## src/rtl/sdram_cmd_decoder.sv

```systemverilog
// Passive SDRAM command-bus decoder: bank/row tracking, mode capture, data-window model, sticky errors.
// Latency: decode/state 1 cycle after sample edge, rd_valid CL cycles after READ; backpressure: none (observer).
module sdram_cmd_decoder #(
    parameter int ROW_W = 12,
    parameter int TRCD  = 3,
    parameter int TRP   = 3,
    parameter int TRFC  = 7
) (
    input  logic                 CLK,
    input  logic                 RESET,
    input  logic                 CS_N,
    input  logic                 RAS_N,
    input  logic                 CAS_N,
    input  logic                 WE_N,
    input  logic [1:0]           BA,
    input  logic [ROW_W-1:0]     SA,
    output logic [2:0]           cmd_code,
    output logic [3:0]           bank_open,
    output logic [4*ROW_W-1:0]   open_row,
    output logic [1:0]           cas_lat,
    output logic [3:0]           burst_len,
    output logic                 rd_valid,
    output logic                 wr_active,
    output logic [5:0]           err
);

    localparam logic [2:0] C_NOP = 3'd0;
    localparam logic [2:0] C_ACT = 3'd1;
    localparam logic [2:0] C_RD  = 3'd2;
    localparam logic [2:0] C_WR  = 3'd3;
    localparam logic [2:0] C_BST = 3'd4;
    localparam logic [2:0] C_PRE = 3'd5;
    localparam logic [2:0] C_REF = 3'd6;
    localparam logic [2:0] C_LMR = 3'd7;

    localparam int TMAX = (TRCD > TRP) ? ((TRCD > TRFC) ? TRCD : TRFC)
                                       : ((TRP > TRFC) ? TRP : TRFC);
    localparam int CW = $clog2(TMAX + 1);
    localparam logic [CW-1:0] TRCD_LD = CW'(TRCD - 1);
    localparam logic [CW-1:0] TRP_LD  = CW'(TRP - 1);
    localparam logic [CW-1:0] TRFC_LD = CW'(TRFC - 1);

    logic [2:0]       dec;
    logic [5:0]       err_set;
    logic             mode_ok;
    logic [CW-1:0]    trcd_cnt [4];
    logic [CW-1:0]    trp_cnt  [4];
    logic [CW-1:0]    trfc_cnt;
    logic [ROW_W-1:0] row_q    [4];
    logic [3:1]       rp_vld;
    logic [2:0]       rp_bl    [3:1];
    logic [3:1]       bp_vld;
    logic [2:0]       rd_left;
    logic [2:0]       wr_left;
    logic [3:0]       bl_full;
    logic [2:0]       bl_m1;

    always_comb begin
        dec = C_NOP;
        if (!CS_N) begin
            case ({RAS_N, CAS_N, WE_N})
                3'b011:  dec = C_ACT;
                3'b101:  dec = C_RD;
                3'b100:  dec = C_WR;
                3'b110:  dec = C_BST;
                3'b010:  dec = C_PRE;
                3'b001:  dec = C_REF;
                3'b000:  dec = C_LMR;
                default: dec = C_NOP;
            endcase
        end
    end

    // CL must be 2 or 3 (SA[5] set) and BL code 0..3 (SA[2] clear)
    assign mode_ok = SA[5] && !SA[2];
    assign bl_full = burst_len - 4'd1;
    assign bl_m1   = bl_full[2:0];
    assign open_row = {row_q[3], row_q[2], row_q[1], row_q[0]};

    always_comb begin
        err_set    = '0;
        err_set[0] = (dec == C_ACT) && bank_open[BA];
        err_set[1] = ((dec == C_RD) || (dec == C_WR)) && !bank_open[BA];
        err_set[2] = ((dec == C_RD) || (dec == C_WR)) && (trcd_cnt[BA] != '0);
        err_set[3] = (dec == C_ACT) && (trp_cnt[BA] != '0);
        err_set[4] = (((dec == C_REF) || (dec == C_LMR)) && (|bank_open))
                   || ((dec != C_NOP) && (trfc_cnt != '0));
        err_set[5] = (dec == C_LMR) && !mode_ok;
    end

    always_ff @(posedge CLK or posedge RESET) begin
        if (RESET) begin
            cmd_code  <= C_NOP;
            bank_open <= '0;
            cas_lat   <= 2'd2;
            burst_len <= 4'd1;
            rd_valid  <= 1'b0;
            wr_active <= 1'b0;
            err       <= '0;
            trfc_cnt  <= '0;
            rd_left   <= '0;
            wr_left   <= '0;
            rp_vld    <= '0;
            bp_vld    <= '0;
            for (int b = 0; b < 4; b++) begin
                trcd_cnt[b] <= '0;
                trp_cnt[b]  <= '0;
                row_q[b]    <= '0;
            end
            for (int i = 1; i <= 3; i++) rp_bl[i] <= '0;
        end else begin
            cmd_code <= dec;
            err      <= err | err_set;

            for (int b = 0; b < 4; b++) begin
                if (trcd_cnt[b] != '0) trcd_cnt[b] <= trcd_cnt[b] - 1'b1;
                if (trp_cnt[b]  != '0) trp_cnt[b]  <= trp_cnt[b]  - 1'b1;
            end
            if (trfc_cnt != '0) trfc_cnt <= trfc_cnt - 1'b1;

            case (dec)
                C_ACT: begin
                    bank_open[BA] <= 1'b1;
                    row_q[BA]     <= SA;
                    trcd_cnt[BA]  <= TRCD_LD;
                end
                C_PRE: begin
                    if (SA[10]) begin
                        bank_open <= '0;
                        for (int b = 0; b < 4; b++) trp_cnt[b] <= TRP_LD;
                    end else begin
                        bank_open[BA] <= 1'b0;
                        trp_cnt[BA]   <= TRP_LD;
                    end
                end
                C_REF: trfc_cnt <= TRFC_LD;
                C_LMR: begin
                    if (mode_ok) begin
                        cas_lat   <= SA[5:4];
                        burst_len <= 4'd1 << SA[1:0];
                    end
                end
                default: ;
            endcase

            // Delay lines: slot i fires i edges from now; READ and BST enter at slot CL
            rp_vld   <= {1'b0, rp_vld[3:2]};
            rp_bl[1] <= rp_bl[2];
            rp_bl[2] <= rp_bl[3];
            bp_vld   <= {1'b0, bp_vld[3:2]};
            if (dec == C_RD) begin
                if (cas_lat == 2'd3) begin
                    rp_vld[3] <= 1'b1;
                    rp_bl[3]  <= bl_m1;
                end else begin
                    rp_vld[2] <= 1'b1;
                    rp_bl[2]  <= bl_m1;
                end
            end
            if (dec == C_BST) begin
                if (cas_lat == 2'd3) bp_vld[3] <= 1'b1;
                else                 bp_vld[2] <= 1'b1;
            end
            if (dec == C_WR) rp_vld <= '0;

            if (dec == C_WR) begin
                rd_valid <= 1'b0;
                rd_left  <= '0;
            end else if (bp_vld[1]) begin
                rd_valid <= 1'b0;
                rd_left  <= '0;
            end else if (rp_vld[1]) begin
                rd_valid <= 1'b1;
                rd_left  <= rp_bl[1];
            end else if (rd_valid) begin
                if (rd_left == '0) rd_valid <= 1'b0;
                else               rd_left  <= rd_left - 1'b1;
            end

            if (dec == C_WR) begin
                wr_active <= 1'b1;
                wr_left   <= bl_m1;
            end else if ((dec == C_RD) || (dec == C_BST)) begin
                wr_active <= 1'b0;
            end else if (wr_active) begin
                if (wr_left == '0) wr_active <= 1'b0;
                else               wr_left   <= wr_left - 1'b1;
            end
        end
    end

endmodule

```

## config.mk

```make
export PLATFORM = sky130hd
export DESIGN_NAME = sdram_cmd_decoder
export DESIGN_NICKNAME = d
export VERILOG_FILES = /design/src/rtl/sdram_cmd_decoder.sv
export SDC_FILE = /design/constraint.sdc
export NUM_CORES = 1
export LEC_CHECK = 0
export BUFFER_PORTS_ARGS = -buffer_cell sky130_fd_sc_hd__buf_2
export CAP_MARGIN = 20
export CORE_UTILIZATION = 35
export DETAILED_ROUTE_END_ITERATION = 10
export PLACE_DENSITY = 0.52
export SETUP_SLACK_MARGIN = 0.02
export SLEW_MARGIN = 20
export SYNTH_ARGS = -nofsm -noshare
export SYNTH_HDL_FRONTEND = slang
export SYNTH_SLANG_ARGS = --single-unit
export TNS_END_PERCENT = 100
```

## constraint.sdc

```tcl
create_clock -name CLK -period 3.9 [get_ports CLK]
set_input_delay 0.585 -clock CLK [delete_from_list [all_inputs] [get_ports CLK]]
set_output_delay 0.585 -clock CLK [all_outputs]
set_load 0.05 [all_outputs]
```

==> results <==
- In the global route stage, met3 resource usage came out at 6.78%.
- Post-CTS repair changed the size of 0 cells.
- The deepest level of the CTS H-tree is 4.
- The clock input transition at the sequential cells of the worst setup and hold paths is 50 ps.
- Global routing consumed, on the met1 layer, 18.8% of the routing resources.
- Detailed placement ended at an HPWL of 7470 microns.
- The required time at the worst-slack endpoint is 4190 ps.
- Buffers inserted during clock tree synthesis total 17.
- The origin of the critical flop-to-flop path is wr_left[0]$_DFFE_PP0P_.
- The netlist area before placement is 5160 sq um.
- The mean cell area of the mapped netlist is 12.1 sq um.
- The cell with the largest stage delay on the worst path is and3_1.
- The critical path in this run is classified as input pin to flop.
- Input and output buffers added on the ports amount to 88.
- The worst-case clock skew is 8.86 ps.
- The largest net degree at the start of global routing is 73.
- The ratio of final minimum period to clock period is 59.7%.
- The floorplan has 44 rows.
- The net count reported at finish is 566.
- For the worst flop-to-flop path, the logic depth is 6.
- For flop-to-flop paths, the worst setup slack is 2210 ps.
- The count of hold buffers inserted by post-cts repair is 0.
- The total routing usage reported by global routing is 15.5%.
- The worst voltage drop across the vdd grid is 0.000397 V.
- Setup repair after global routing left no endpoint under its margin.
- The path class of the tightest hold or removal check is input pin to asynchronous set/reset pin.
- The fmax is 429 MHz.
- The clock root buffer is clkbuf_16.
- The number of global-route vias before repair is 3,495.
- The setup total negative slack is 0 ps.
- The endpoint of the most critical register-to-register path is wr_left[1]$_DFFE_PP0P_.
- The area growth from synthesis to final layout is 22.8%.
- The number of antenna repair diodes is 0.
- The number of warning messages in the yosys log is 0.
- The number of synthesized flops with an enable pin is 0.
- After synthesis, the share of flip-flops with an asynchronous set or reset is 100%.
- For the worst setup path, the data arrival time is 2620 ps.
- The shortest clock period the worst path allows after layout is 2330 ps.
- The number of nets in the synthesized netlist is 471.
- The number of hold-slack violations in the final timing report was 0.
- The detailed-route via count is 3,441.
- In the routed layout, each cell is associated on average with a via count of 4.79.
- Summed over all layers, the routed wires come to 10,600 microns.
- The highest cell delay on the worst timing path is 660 ps.
- Of the cells placed in the final design, the portion with a size suffix greater than 1 is 33.1%.
- Once placement completed, the tool counted placed cells totaling 687.
- The cell count after synthesis is 427.
- The first detailed-routing pass ran for 4 iterations.
- The number of endpoints failing setup at the final stage is 0.
- 89 I/O pins were placed.
- The signal on the critical path passes through buf_2 -> nor3b_4 -> and2_1 -> and3_1 -> mux2_2.
- The initial antenna violation count is 0.
- In this run the power density over the cells is 758 nW/um^2.
- The synthesized design contains 117 register bits.
- The count of pins over their slew limit came to 0.
- The CTS tree is yes.
- The height of the die is 123 microns.
- Once layout is complete, the cells apart from fillers number 719.
- The headroom to the max-slew limit is 45.7%.
- The standby leakage power is 0.00313 uW.
- The number of sinks driven by the clock tree is 117.
- Across the run, the number of max-cap violations was 0.
- The post-CTS setup-driven buffer insertion count is 0.
- In this run the worst path has a maximum fanout of 15.
- The met2 capacity usage during global routing is 24.5%.
- For this run, design rule violations remaining after detail routing come to 0.
- The run finished with clean final reports.
- After synthesis, flip-flops and latches occupy 56.7% of the total area.
- In this run the horizontal extent of the chip is 123 microns.
- Broken down by cell family, the worst path's largest delay share belongs to simple AND/OR/NAND/NOR gates.
- The count of buffer and inverter cells on the critical path is 1.
- The later pin in the worst-skew pair is clocked with a latency of 410 ps.
- The maximum buffer depth of the clock tree is 2.
- The violation count after the first detailed-routing iteration is 119.
- The most used routing layer in global routing is met2.
- The die covers 15,200 sq um.
- At the end of routability-driven placement, the weighted congestion stood at 0.729.
- The total overflow left after global routing is 0.
- The distinct cell type count of the synthesized netlist is 47.
- For this configuration, the core starts out at a cell density of 35.7%.
- The type of origin of the critical path is an input pin.
- The first-pass GRT wire length is 17,300 microns.
- After detailed routing, the average wire length per cell comes to 14.8 microns.
- The top flip-flop cell by instance count after synthesis is dfrtp_1.
- The kind of end point of the critical path is a flop.
- The region available for standard cell placement spans 14,500 sq um.
- The post-detailed-route count of antenna-violating nets is 0.
- The slew at the pin with the worst max-slew slack is 815 ps.
[sequential cells by signal, summed over array words and instances (netlist names), 4 cells and up]
| name | flops |
|---|---|
| open_row | 48 |
| trcd_cnt | 12 |
| trp_cnt | 12 |
| rp_bl | 9 |
| err | 6 |
| bank_open | 4 |
| burst_len | 4 |
[power by group]
group,switching (uW),internal [uW]
Sequential,211,1550
Clock,564,895
Combinational,1020,561
[cells in the mapped netlist (3+ instances only)]
library cell	n	area [sq um]
inv_1	34	128
buf_4	3	22.5
clkbuf_1	5	18.8
nand2_1	28	105
a21oi_1	14	70.1
and3_1	3	18.8
mux2_1	7	78.8
buf_2	3	15.0
ha_1	24	300
xnor2_1	11	96.3
a21o_1	5	37.5
mux2i_1	6	60.1
nor2_1	28	105
mux2_2	45	507
a211oi_1	4	30.0
dfrtp_1	115	2880
o21ai_0	15	75.1
nor4_1	8	50.1
nor3_1	5	25.0
nand2b_1	12	75.1
nor2b_1	12	75.1
o21a_1	3	22.5
[worst register-to-register path, stage by stage, from the launching register on]
cell and delay, ps:
dfrtp_1 350, inv_1 60, ha_1 180, nor2b_1 140
nor4b_2 370, mux2_2 380, mux2i_1 120
[per-stage QoR]
stage | utilization (%) | setup WS (ps) | hold WS (ps) | power [uW] | instance area [sq um]
final | 43.8 | 1570 | 242 | 4800 | 6340
after global routing | 43.8 | 1410 | 278 | 5140 | 6340
after CTS | 43.8 | 1560 | 263 | 4870 | 6340
after detailed placement | 39.9 | 1090 | 335 | 3380 | 5770
after global placement | 39.9 | 1160 | 334 | 3310 | 5770
after floorplan | - | 218 | 331 | 3010 | 5160
[cells by family (layout without fill, tap and decap cells)]
| group | after synthesis | in the layout | synth area share (%) |
|---|---|---|---|
| AO/OA/AOI/OAI | 54 | 54 | 6.62 |
| flip-flops | 117 | 117 | 56.7 |
| buffers and inverters | 48 | 156 | 4.29 |
| adder cells (fa/ha/maj) | 24 | 24 | 5.82 |
| multiplexers | 59 | 59 | 12.9 |
| XOR/XNOR | 13 | 13 | 2.21 |
| AND/OR/NAND/NOR | 112 | 112 | 11.4 |
[per-layer routing]
layer / vias up / share of wire [%] / wire length, microns
li1: 1651 / - / -
met1: 1707 / 45 / 4720
met3: 10 / 5.4 / 573
met2: 73 / 49 / 5170
met4: 0 / 1.3 / 139
met5: - / 0 / 0
[layout by cell type, fill, tap and decap left out, drive strengths merged, types with 11 or more instances in the layout]
master / instances
a21oi: 14
buf: 90
clkbuf: 18
dfrtp: 115
ha: 24
inv: 36
mux2: 52
nand2: 30
nand2b: 12
nor2: 28
nor2b: 12
o21ai: 15
xnor2: 11
[layout make-up]
cell class                 instances  area [sq um]
inverter                          34           130
clock buffer                      18           439
tap                              184           230
clock inverter                    14           129
timing repair buffer              90           468
multi-input combinational        262          2010
fill                            1346          8140
sequential                       117          2930
[worst max path at each step]
stage                     start                  endpoint  cells past startpoint
after detailed placement  CAS_N  open_row[45]$_DFFE_PP0P_                      5
after global placement    CAS_N  open_row[45]$_DFFE_PP0P_                      5
after floorplan           RESET  bank_open[0]$_DFFE_PP0P_                      1
after global routing      CAS_N  open_row[42]$_DFFE_PP0P_                      5
final                     CAS_N  open_row[42]$_DFFE_PP0P_                      5
after CTS                 CAS_N  open_row[42]$_DFFE_PP0P_                      5
Note: power is estimated with default switching activity, not from simulation.
